--- config.mk ---
export PLATFORM = sky130hd
export DESIGN_NAME = cordic_arbiter_flat
export DESIGN_NICKNAME = d
export VERILOG_FILES = /design/src/rtl/cordic_ctrl_pkg.sv /design/src/rtl/cordic_arbiter_if.sv /design/src/rtl/rr_arbiter.sv /design/src/rtl/cordic_arbiter.sv /design/src/flat_wrapper.sv
export SDC_FILE = /design/constraint.sdc
export NUM_CORES = 1
export LEC_CHECK = 0
export BUFFER_PORTS_ARGS = -buffer_cell sky130_fd_sc_hd__buf_2
export CELL_PAD_IN_SITES_DETAIL_PLACEMENT = 1
export CELL_PAD_IN_SITES_GLOBAL_PLACEMENT = 2
export CORE_MARGIN = 5
export CORE_UTILIZATION = 23
export DETAILED_ROUTE_END_ITERATION = 7
export HOLD_SLACK_MARGIN = 0.12
export PLACE_DENSITY = 0.85
export SETUP_SLACK_MARGIN = 0.05
export SLEW_MARGIN = 10
export SYNTH_ARGS = -nofsm -noshare
export SYNTH_HDL_FRONTEND = slang
export SYNTH_SLANG_ARGS = --single-unit
--- constraint.sdc ---
create_clock -name clock -period 2.5 [get_ports clock]
set_input_delay 0.125 -clock clock [delete_from_list [all_inputs] [get_ports clock]]
set_output_delay 0.125 -clock clock [all_outputs]
set_load 0.005 [all_outputs]
--- src/rtl/cordic_ctrl_pkg.sv ---
// Shared constants and the in-flight tag type for the CORDIC arbiter.
package cordic_ctrl_pkg;

  localparam int FP32_W         = 32;
  localparam int CORDIC_LATENCY = 16;
  // Two id bits cover the largest supported requester count (4).
  localparam int TAG_ID_W       = 2;
  // Wide enough to count 0..CORDIC_LATENCY.
  localparam int INFLIGHT_W     = 5;

  typedef struct packed {
    logic                v;
    logic [TAG_ID_W-1:0] id;
  } tag_t;

endpackage

--- src/rtl/cordic_arbiter_if.sv ---
// Requester-side request/response channels of the CORDIC arbiter.
interface cordic_arbiter_if #(
  parameter int NUM_REQ = 2
);
  import cordic_ctrl_pkg::*;

  logic [NUM_REQ-1:0]        req_valid;
  logic [NUM_REQ-1:0]        req_ready;
  logic [FP32_W*NUM_REQ-1:0] req_data;
  logic [NUM_REQ-1:0]        rsp_valid;
  logic [NUM_REQ-1:0]        rsp_ready;
  logic [FP32_W-1:0]         rsp_data;

  // Requesters issue angles and consume results.
  modport master (
    output req_valid, req_data, rsp_ready,
    input  req_ready, rsp_valid, rsp_data
  );

  // The arbiter accepts angles and returns results.
  modport slave (
    input  req_valid, req_data, rsp_ready,
    output req_ready, rsp_valid, rsp_data
  );

endinterface

--- src/rtl/rr_arbiter.sv ---
// Round-robin arbiter: one grant per enabled cycle, search starts at the
// pointer, pointer moves just past the winner.
module rr_arbiter #(
  parameter int NUM_REQ = 2,
  parameter int ID_W    = 2
) (
  input  logic               clock,
  input  logic               aclr_n,
  input  logic [NUM_REQ-1:0] req_i,
  input  logic               en_i,
  output logic [NUM_REQ-1:0] gnt_o,
  output logic [ID_W-1:0]    gnt_idx_o,
  output logic               gnt_vld_o
);

  logic [ID_W-1:0] ptr_q, ptr_d;
  logic [ID_W-1:0] idx;
  logic            found;

  // Find the first active request at or after the pointer, wrapping around.
  always_comb begin
    found = 1'b0;
    idx   = '0;
    for (int k = 0; k < NUM_REQ; k++) begin
      for (int c = 0; c < NUM_REQ; c++) begin
        if (!found && req_i[c] && (c == (int'(ptr_q) + k) % NUM_REQ)) begin
          found = 1'b1;
          idx   = ID_W'(c);
        end
      end
    end
  end

  // Qualify the winner with the enable and form the one-hot grant.
  always_comb begin
    gnt_vld_o = found & en_i;
    gnt_idx_o = idx;
    gnt_o     = '0;
    for (int i = 0; i < NUM_REQ; i++) begin
      gnt_o[i] = gnt_vld_o && (idx == ID_W'(i));
    end
    ptr_d = gnt_vld_o ? ID_W'((int'(idx) + 1) % NUM_REQ) : ptr_q;
  end

  // Pointer register.
  always_ff @(posedge clock or negedge aclr_n) begin
    if (!aclr_n) begin
      ptr_q <= '0;
    end else begin
      ptr_q <= ptr_d;
    end
  end

endmodule

--- src/rtl/cordic_arbiter.sv ---
// Shares one CORDIC pipeline between NUM_REQ requesters. A {valid,id} tag
// shifts alongside the pipeline so each result is steered back to its
// issuer; a result its owner cannot take freezes the whole pipeline.
module cordic_arbiter
  import cordic_ctrl_pkg::*;
#(
  parameter int NUM_REQ = 2,
  parameter int LATENCY = CORDIC_LATENCY,
  parameter int ID_W    = TAG_ID_W
) (
  input  logic                  clock,
  input  logic                  aclr_n,
  input  logic                  flush,
  cordic_arbiter_if.slave       bus,
  output logic [FP32_W-1:0]     cordic_dataa,
  output logic                  cordic_clk_en,
  output logic                  cordic_aclr,
  input  logic [FP32_W-1:0]     cordic_result,
  output logic                  busy,
  output logic [INFLIGHT_W-1:0] in_flight
);

  tag_t                  tag_q [LATENCY];
  tag_t                  tag_d [LATENCY];
  logic                  aclr_q, aclr_d;
  logic [INFLIGHT_W-1:0] in_flight_q, in_flight_d;

  logic                  head_v;
  logic [TAG_ID_W-1:0]   head_id;
  logic                  xfer;
  logic                  stall;
  logic                  arb_en;
  logic [NUM_REQ-1:0]    gnt;
  logic [ID_W-1:0]       gnt_idx;
  logic                  gnt_vld;

  assign head_v  = tag_q[LATENCY-1].v;
  assign head_id = tag_q[LATENCY-1].id;

  // Offer the head result only to the requester that issued it.
  always_comb begin
    bus.rsp_valid = '0;
    for (int i = 0; i < NUM_REQ; i++) begin
      bus.rsp_valid[i] = head_v && (head_id == TAG_ID_W'(i));
    end
  end

  assign bus.rsp_data  = cordic_result;
  assign xfer          = |(bus.rsp_valid & bus.rsp_ready);
  assign stall         = head_v & ~xfer;
  // While the pipeline is being cleared it must not advance either.
  assign cordic_clk_en = ~stall & ~aclr_q;
  assign cordic_aclr   = aclr_q;
  // No new work enters in a flush cycle; it would be discarded anyway.
  assign arb_en        = cordic_clk_en & ~flush;
  assign bus.req_ready = gnt;
  assign in_flight     = in_flight_q;

  rr_arbiter #(
    .NUM_REQ (NUM_REQ),
    .ID_W    (ID_W)
  ) u_rr (
    .clock     (clock),
    .aclr_n    (aclr_n),
    .req_i     (bus.req_valid),
    .en_i      (arb_en),
    .gnt_o     (gnt),
    .gnt_idx_o (gnt_idx),
    .gnt_vld_o (gnt_vld)
  );

  // Steer the granted angle into the pipeline; bubbles carry zero.
  always_comb begin
    cordic_dataa = '0;
    for (int i = 0; i < NUM_REQ; i++) begin
      if (gnt[i]) begin
        cordic_dataa = bus.req_data[FP32_W*i +: FP32_W];
      end
    end
  end

  // Tag pipe moves in lockstep with the datapath; flush drops every tag.
  always_comb begin
    for (int k = 0; k < LATENCY; k++) begin
      tag_d[k] = tag_q[k];
    end
    if (flush) begin
      for (int k = 0; k < LATENCY; k++) begin
        tag_d[k] = '0;
      end
    end else if (cordic_clk_en) begin
      tag_d[0].v  = gnt_vld;
      tag_d[0].id = TAG_ID_W'(gnt_idx);
      for (int k = 1; k < LATENCY; k++) begin
        tag_d[k] = tag_q[k-1];
      end
    end
  end

  // Occupancy count, pipeline-clear request and busy flag.
  always_comb begin
    aclr_d = flush;
    if (flush) begin
      in_flight_d = '0;
    end else begin
      in_flight_d = in_flight_q + INFLIGHT_W'(gnt_vld) - INFLIGHT_W'(xfer);
    end
    busy = 1'b0;
    for (int k = 0; k < LATENCY; k++) begin
      busy = busy | tag_q[k].v;
    end
  end

  // State registers; the clear request is held for the first clock after reset.
  always_ff @(posedge clock or negedge aclr_n) begin
    if (!aclr_n) begin
      aclr_q      <= 1'b1;
      in_flight_q <= '0;
      for (int k = 0; k < LATENCY; k++) begin
        tag_q[k] <= '0;
      end
    end else begin
      aclr_q      <= aclr_d;
      in_flight_q <= in_flight_d;
      for (int k = 0; k < LATENCY; k++) begin
        tag_q[k] <= tag_d[k];
      end
    end
  end

endmodule

--- src/flat_wrapper.sv ---
// flat-port wrapper written by rule: the top's interface ports become plain ports
module cordic_arbiter_flat import cordic_ctrl_pkg::*;
#(
  parameter int NUM_REQ = 2,
  parameter int LATENCY = CORDIC_LATENCY,
  parameter int ID_W    = TAG_ID_W
)
  (clock, aclr_n, flush, cordic_dataa, cordic_clk_en, cordic_aclr, cordic_result, busy, in_flight, bus_req_valid, bus_req_data, bus_rsp_ready, bus_req_ready, bus_rsp_valid, bus_rsp_data);
  cordic_arbiter_if #(.NUM_REQ(NUM_REQ)) bus_i ();
  input  logic clock;
  input  logic aclr_n;
  input  logic flush;
  output logic [FP32_W-1:0] cordic_dataa;
  output logic cordic_clk_en;
  output logic cordic_aclr;
  input  logic [FP32_W-1:0] cordic_result;
  output logic busy;
  output logic [INFLIGHT_W-1:0] in_flight;
  input wire logic [$bits(bus_i.req_valid)-1:0] bus_req_valid;
  input wire logic [$bits(bus_i.req_data)-1:0] bus_req_data;
  input wire logic [$bits(bus_i.rsp_ready)-1:0] bus_rsp_ready;
  output wire logic [$bits(bus_i.req_ready)-1:0] bus_req_ready;
  output wire logic [$bits(bus_i.rsp_valid)-1:0] bus_rsp_valid;
  output wire logic [$bits(bus_i.rsp_data)-1:0] bus_rsp_data;
  assign bus_i.req_valid = bus_req_valid;
  assign bus_i.req_data = bus_req_data;
  assign bus_i.rsp_ready = bus_rsp_ready;
  assign bus_req_ready = bus_i.req_ready;
  assign bus_rsp_valid = bus_i.rsp_valid;
  assign bus_rsp_data = bus_i.rsp_data;
  cordic_arbiter #(.NUM_REQ(NUM_REQ), .LATENCY(LATENCY), .ID_W(ID_W)) u_core (.clock(clock), .aclr_n(aclr_n), .flush(flush), .bus(bus_i), .cordic_dataa(cordic_dataa), .cordic_clk_en(cordic_clk_en), .cordic_aclr(cordic_aclr), .cordic_result(cordic_result), .busy(busy), .in_flight(in_flight));
endmodule
Word-level counts from Yosys, hierarchy flattened
Cells that the tools add are included.
{"block": "classes", "n_addsub": 4, "bitwise": 25, "n_eq_ne": 3, "n_reduce_logical": 20, "n_mux": 12}
{"operator": "$mux 48", "count": 2}
{"operator": "$logic_not 32->1", "count": 2}
{"operator": "$mux 32", "count": 2}
{"operator": "$or 1x1->1", "count": 15}
{"operator": "$logic_and 1x1->1", "count": 11}
{"operator": "$mux 1", "count": 7}
{"operator": "$add 5x1->5", "count": 1}
{"operator": "$mux 5", "count": 1}
{"operator": "$sub 5x1->5", "count": 1}
{"operator": "$and 1x1->1", "count": 4}
{"operator": "$eq 2x1->1 const B", "count": 2}
{"operator": "$logic_not 2->1", "count": 2}
{"operator": "$not 1->1", "count": 4}
{"operator": "$logic_not 1->1", "count": 3}
{"operator": "$add 1x1->1 const B", "count": 2}
{"operator": "$and 2x2->2", "count": 1}
{"operator": "$eq 2x2->1 const A", "count": 1}
{"operator": "$reduce_bool 2->1", "count": 1}
{"operator": "$reduce_or 2->1", "count": 1}
{"operator": "$and 1x1->1 const A", "count": 1}
{"block": "word_totals", "in_bits": 103, "register_bits": 55}

Logic depth before layout (Yosys ltp)
{"block": "logic_depth", "depth_word": 19, "depth_mapped": 9, "depth_no_buf": 9}

Hierarchy
A second synthesis with hierarchy kept.
{"block": "hier_totals", "cells_unflattened": 292, "area_unflattened_um2": 3049.2}
{"module": "cordic_arbiter", "area_each_um2": 2966.6, "n_inst": 1, "cells_each": 281}
{"module": "rr_arbiter", "area_each_um2": 82.6, "n_inst": 1, "cells_each": 11}

Worst setup path before layout
Ideal clock, no wire load.
{"block": "synth_timing", "kind": "register to register", "start": "register u_core.tag_q (netlist bit u_core.head_id[0])", "end": "register u_core.in_flight_q[4] (netlist: u_core.in_flight[4])", "path_slack_ns": 0.346, "period_less_slack_ns": 2.154, "n_path_buf": 1, "setup_time_ns": 0.137, "t_arrival_ns": 2.017, "stages_incl_launch_ff": 10, "t_required_ns": 2.363, "cell_sequence": "dfrtp_1 -> mux2i_2 -> a211o_1 -> buf_2 -> nor2_1 -> ha_1 -> fa_1 -> nand3_1 -> a21o_1 -> a21oi_1"}
{"block": "synth_between", "elab_chain_len": 13, "word_cells_on_any_way": 15, "cone_classes": "2 x add/sub; 1 x eq/ne; 1 x mux; 7 x bitwise; 4 x reduce/logical"}
{"item": "from (decl)", "line": "cordic_arbiter.sv:23", "rtl": "tag_t tag_q [LATENCY];"}
{"item": "from (signal, indexed assignment)", "line": "cordic_arbiter.sv:126", "rtl": "tag_q[k] <= tag_d[k];"}
{"item": "$eq 2x1->1 / $logic_not 2->1 (equally long branches)", "line": "cordic_arbiter.sv:44", "rtl": "bus.rsp_valid[i] = head_v && (head_id == TAG_ID_W'(i));"}
{"item": "$logic_and 1x1->1", "line": "cordic_arbiter.sv:44"}
{"item": "$and 2x2->2 (*)", "line": "cordic_arbiter.sv:49", "rtl": "assign xfer = |(bus.rsp_valid & bus.rsp_ready);"}
{"item": "$reduce_or 2->1 (*)", "line": "cordic_arbiter.sv:49"}
{"item": "$not 1->1 (*)", "line": "cordic_arbiter.sv:50", "rtl": "assign stall = head_v & ~xfer;"}
{"item": "$and 1x1->1 (*)", "line": "cordic_arbiter.sv:50"}
{"item": "$not 1->1 (*)", "line": "cordic_arbiter.sv:52", "rtl": "assign cordic_clk_en = ~stall & ~aclr_q;"}
{"item": "$and 1x1->1 (*)", "line": "cordic_arbiter.sv:52"}
{"item": "$and 1x1->1 (*)", "line": "cordic_arbiter.sv:55", "rtl": "assign arb_en = cordic_clk_en & ~flush;"}
{"item": "$and 1x1->1 (*)", "line": "rr_arbiter.sv:36", "rtl": "gnt_vld_o = found & en_i;"}
{"item": "named net u_core.gnt_vld", "line": "cordic_arbiter.sv:35", "rtl": "logic gnt_vld;"}
{"item": "$add 5x1->5 (*)", "line": "cordic_arbiter.sv:106", "rtl": "in_flight_d = in_flight_q + INFLIGHT_W'(gnt_vld) - INFLIGHT_W'(xfer);"}
{"item": "$sub 5x1->5 (*)", "line": "cordic_arbiter.sv:106"}
{"item": "$mux 5 (*)", "line": "cordic_arbiter.sv:103", "rtl": "if (flush) begin"}
{"item": "named net u_core.in_flight_d[4]", "line": "cordic_arbiter.sv:26", "rtl": "logic [INFLIGHT_W-1:0] in_flight_q, in_flight_d;"}
{"item": "to (signal assigned)", "line": "cordic_arbiter.sv:124", "rtl": "in_flight_q <= in_flight_d;"}
{"item": "to (decl)", "line": "cordic_arbiter.sv:26"}
The timed path passes the listed nets; every way through them passes the cells marked *.
A chain may end at the register's enable or synchronous reset.

Final worst setup path
{"block": "layout_timing", "start": "register u_core.tag_q (netlist bit u_core.head_id[0])", "end": "register u_core.in_flight_q[4] (netlist: u_core.in_flight[4])"}
{"block": "layout_between", "elab_chain_len": 13, "word_cells_on_any_way": 15, "cone_classes": "2 x add/sub; 1 x eq/ne; 1 x mux; 7 x bitwise; 4 x reduce/logical"}
{"item": "$eq 2x1->1 / $logic_not 2->1 (equally long branches)", "line": "cordic_arbiter.sv:44"}
{"item": "$logic_and 1x1->1", "line": "cordic_arbiter.sv:44"}
{"item": "$and 2x2->2 (*)", "line": "cordic_arbiter.sv:49"}
{"item": "$reduce_or 2->1 (*)", "line": "cordic_arbiter.sv:49"}
{"item": "$not 1->1", "line": "cordic_arbiter.sv:50"}
{"item": "$and 1x1->1", "line": "cordic_arbiter.sv:50"}
{"item": "$not 1->1", "line": "cordic_arbiter.sv:52"}
{"item": "$and 1x1->1", "line": "cordic_arbiter.sv:52"}
{"item": "$and 1x1->1", "line": "cordic_arbiter.sv:55"}
{"item": "$and 1x1->1", "line": "rr_arbiter.sv:36"}
{"item": "$add 5x1->5", "line": "cordic_arbiter.sv:106"}
{"item": "$sub 5x1->5 (*)", "line": "cordic_arbiter.sv:106"}
{"item": "$mux 5 (*)", "line": "cordic_arbiter.sv:103"}
{"item": "named net u_core.in_flight_d[4]", "line": "cordic_arbiter.sv:26"}
Marks and branches as above.

==> results.yml <==
setup_path:
  cpLargestDelayFamily: "adder cells"
  path_buf_inv: 1
  slowest_delay_ns: 0.44
  cp_data_required_time_ns: 2.70
  worstPathArrival_ns: 2.39
  endpoint_kind: "register"
  path_cells: "mux2i_4, nor2b_1, ha_1, inv_1, ha_1, fa_1, nand3_1, nand3_1, a21oi_1"
  crit_slowest_cell: "dfrtp_1"
  startpoint_type: "register"
  critPathMaxFanout: 7
  crit_type: "reg2reg"
clock_tree:
  cts_max_level: 2
  clk_path_buf_depth: 2
  cts_inserted_buffers: 5
  cts_tree: "done"
  clk_pin_slew_ns: 0.06
  cts_sinks: 39
  cts_setup_buffers: 0
  clock-root-buffer: "clkbuf_16"
  insertion_delay_ns: 0.28
global_routing:
  grt_overflow_total: 0
  grt_start_max_net_pins: 40
  grt_pass1_vias: 2691
  antenna_found_initial: 0
  grt_util_all_layers: 0.115
  grt_pass1_wl_microns: 13800
logic_synthesis:
  synth_edf_count: 0
  yosysMostFrequentCell: "o211ai_1"
  yosysTopAreaCell: "dfrtp_1"
  synthArstFlopShare: 1.00
  avgSynthCellArea_sq_um: 9.54
  syn_nets: 398
  synth.area.top_cells: "dfrtp_1 34%, o211ai_1 17%, buf_4 9.0%"
  synthCells: 289
  synth_top_area_share: 0.345
  yosysWarnings: 0
  synthTopCellsByCount: "64 x o211ai_1, 38 x dfrtp_1, 33 x buf_4"
  yosysSeqAreaShare: 0.354
  synth-main-ff-cell: "dfrtp_1"
  ys_ff_latch: 39
  yosysUniqueCellTypes: 34
  syn_area_sq_um: 2760
floorplan:
  start_util: 0.232
  floorplan.rows: 40
  coreArea_sq_um: 11900
  io_pins: 179
  die_area_sq_um: 14300
  die_x_microns: 119
  dieHeight_microns: 119
placement:
  io_buffers: 114
  dp_slack_ns: 0.237
  gp_congestion: 0.744
  hpwl_microns: 6130
  dp.cells: 493
  place_area_sq_um: 3170
finish:
  fin_cells: 503
  drive_above_1_share: 0.430
  nFillCells: 1416
  multiInputGateArea_sq_um: 1340
  layout.nets: 464
  finish.utilization: 0.282
  area_delta_synth_final_pct: 21.4
  antenna_cells: 0
  final_area_sq_um: 3350
  seqCellArea_sq_um: 977
detailed_routing:
  num_vias: 2561
  ant_nets: 0
  drtPass1Iterations: 4
  drt_iter0_markers: 110
  drcViolationCount: 0
  wl_per_cell_microns: 17.0
  drt_wl_total_microns: 8530
  drt-vias-per-instance: 5.09
sta:
  tightest_slew_ns: 1.01
  skew_ns: 0.00589
  fin_tns_setup_ns: 0
  final_hold_viol_count: 0
  clock.fmax_mhz: 456
  finalCritPeriodShare: 0.877
  hold_ws_ns: 0.250
  setup_viol: 0
  timing.final.ws_setup_ns: 0.307
  fin_crit_ns: 2.19
  slew_headroom: 0.325
  rsz0062_at_grt: "false"
  slew_violations: 0
min_path:
  hold_path.class: "in2out"
flow_run:
  cap_violations: 0
pwr:
  p_leak_nw: 1.52
  power_density_nw_per_um2: 529
  vdd_drop_max_mv: 0.250
  finalPower_mw: 1.77
status:
  status: "finished, final reports clean"
-- per-layer routing --
| layer | GRT usage | vias to the layer above | wire length [microns] |
|---|---|---|---|
| met2 | 0.192 | 85 | 4170 |
| met3 | 0.0339 | 12 | 654 |
| met1 | 0.143 | 1261 | 3590 |
| met4 | 0.0358 | 0 | 116 |
| met5 | 0 | - | 0 |
| li1 | - | 1203 | - |
-- worst reg2reg max path, cell delays in order (launching register included) --
cell	delay [ns]
dfrtp_1	0.44
mux2i_4	0.36
nor2b_1	0.08
ha_1	0.27
inv_1	0.04
ha_1	0.19
fa_1	0.40
nand3_1	0.12
nand3_1	0.07
a21oi_1	0.15
-- flip-flops by register name, summed over array words and instances, names as in the netlist --
name,cells
u_core.tag_q,30
u_core.in_flight,5
u_core.cordic_aclr,1
u_core.head_id,1
u_core.head_v,1
u_core.u_rr.ptr_q,1
-- final timing paths --
kind	slack [ns]	startpoint	end	depth (start not counted)
min reg2reg	0.49	u_core.tag_q[45]	u_core.tag_q[45]	1
max reg2reg	0.31	u_core.head_id[0]	u_core.in_flight[4]	9
min	0.25	cordic_result[0]	bus_rsp_data[0]	0
max	0.31	u_core.head_id[0]	u_core.in_flight[4]	9
max in group asynchronous	1.45	aclr_n	u_core.in_flight[1]	2
min in group asynchronous	0.50	aclr_n	u_core.tag_q[39]	2
-- power breakdown --
group / leakage [nW] / total [mW] / internal (mW) / switching (mW)
Sequential: 0.535 / 0.676 / 0.654 / 0.0215
Combinational: 0.912 / 0.453 / 0.173 / 0.280
Clock: 0.0741 / 0.642 / 0.399 / 0.243
Total: 1.52 / 1.77 / 1.23 / 0.544
-- cells by family (layout without fill, tap and decap cells) --
kind of cell / after synthesis / after routing / share of synthesized area
flops: 39 / 39 / 0.354
xor+xnor: 2 / 2 / 0.00635
fa+ha+maj: 6 / 6 / 0.0299
buf+inv: 76 / 143 / 0.162
simple gates: 23 / 23 / 0.0458
mux: 1 / 1 / 0.00499
compound gates: 142 / 142 / 0.397
-- cell usage in the layout, fill, tap and decap left out, types with 2 or more instances in the layout --
cell type / instances
nand3_1: 3
a21oi_1: 17
dlygate4sd3_1: 2
a21o_1: 2
inv_1: 10
xnor2_1: 2
nor2_1: 4
nand2_1: 2
ha_1: 5
buf_4: 8
nor2b_1: 5
a22o_1: 28
o2bb2ai_1: 2
o211ai_1: 64
buf_2: 114
dfrtp_1: 38
nand4_1: 2
a211o_1: 2
clkbuf_16: 5
a21oi_2: 20
o21ai_0: 2
nor4_1: 4
-- repair_timing --
action                                 CTS  global route
endpoints found under the hold margin   39             0
setup endpoints to repair                0             1
hold buffers                             2             0
resized for setup                        0             1
-- cell type report --
| class | instances | share of cell area |
|---|---|---|
| inverter | 11 | 0.0123 |
| multi-input combinational | 174 | 0.401 |
| clock buffer | 7 | 0.0426 |
| clock inverter | 1 | 0.00262 |
| sequential | 39 | 0.292 |
| tap | 147 | 0.0549 |
| timing repair buffer | 124 | 0.194 |
(Power assumes the default switching activity.)
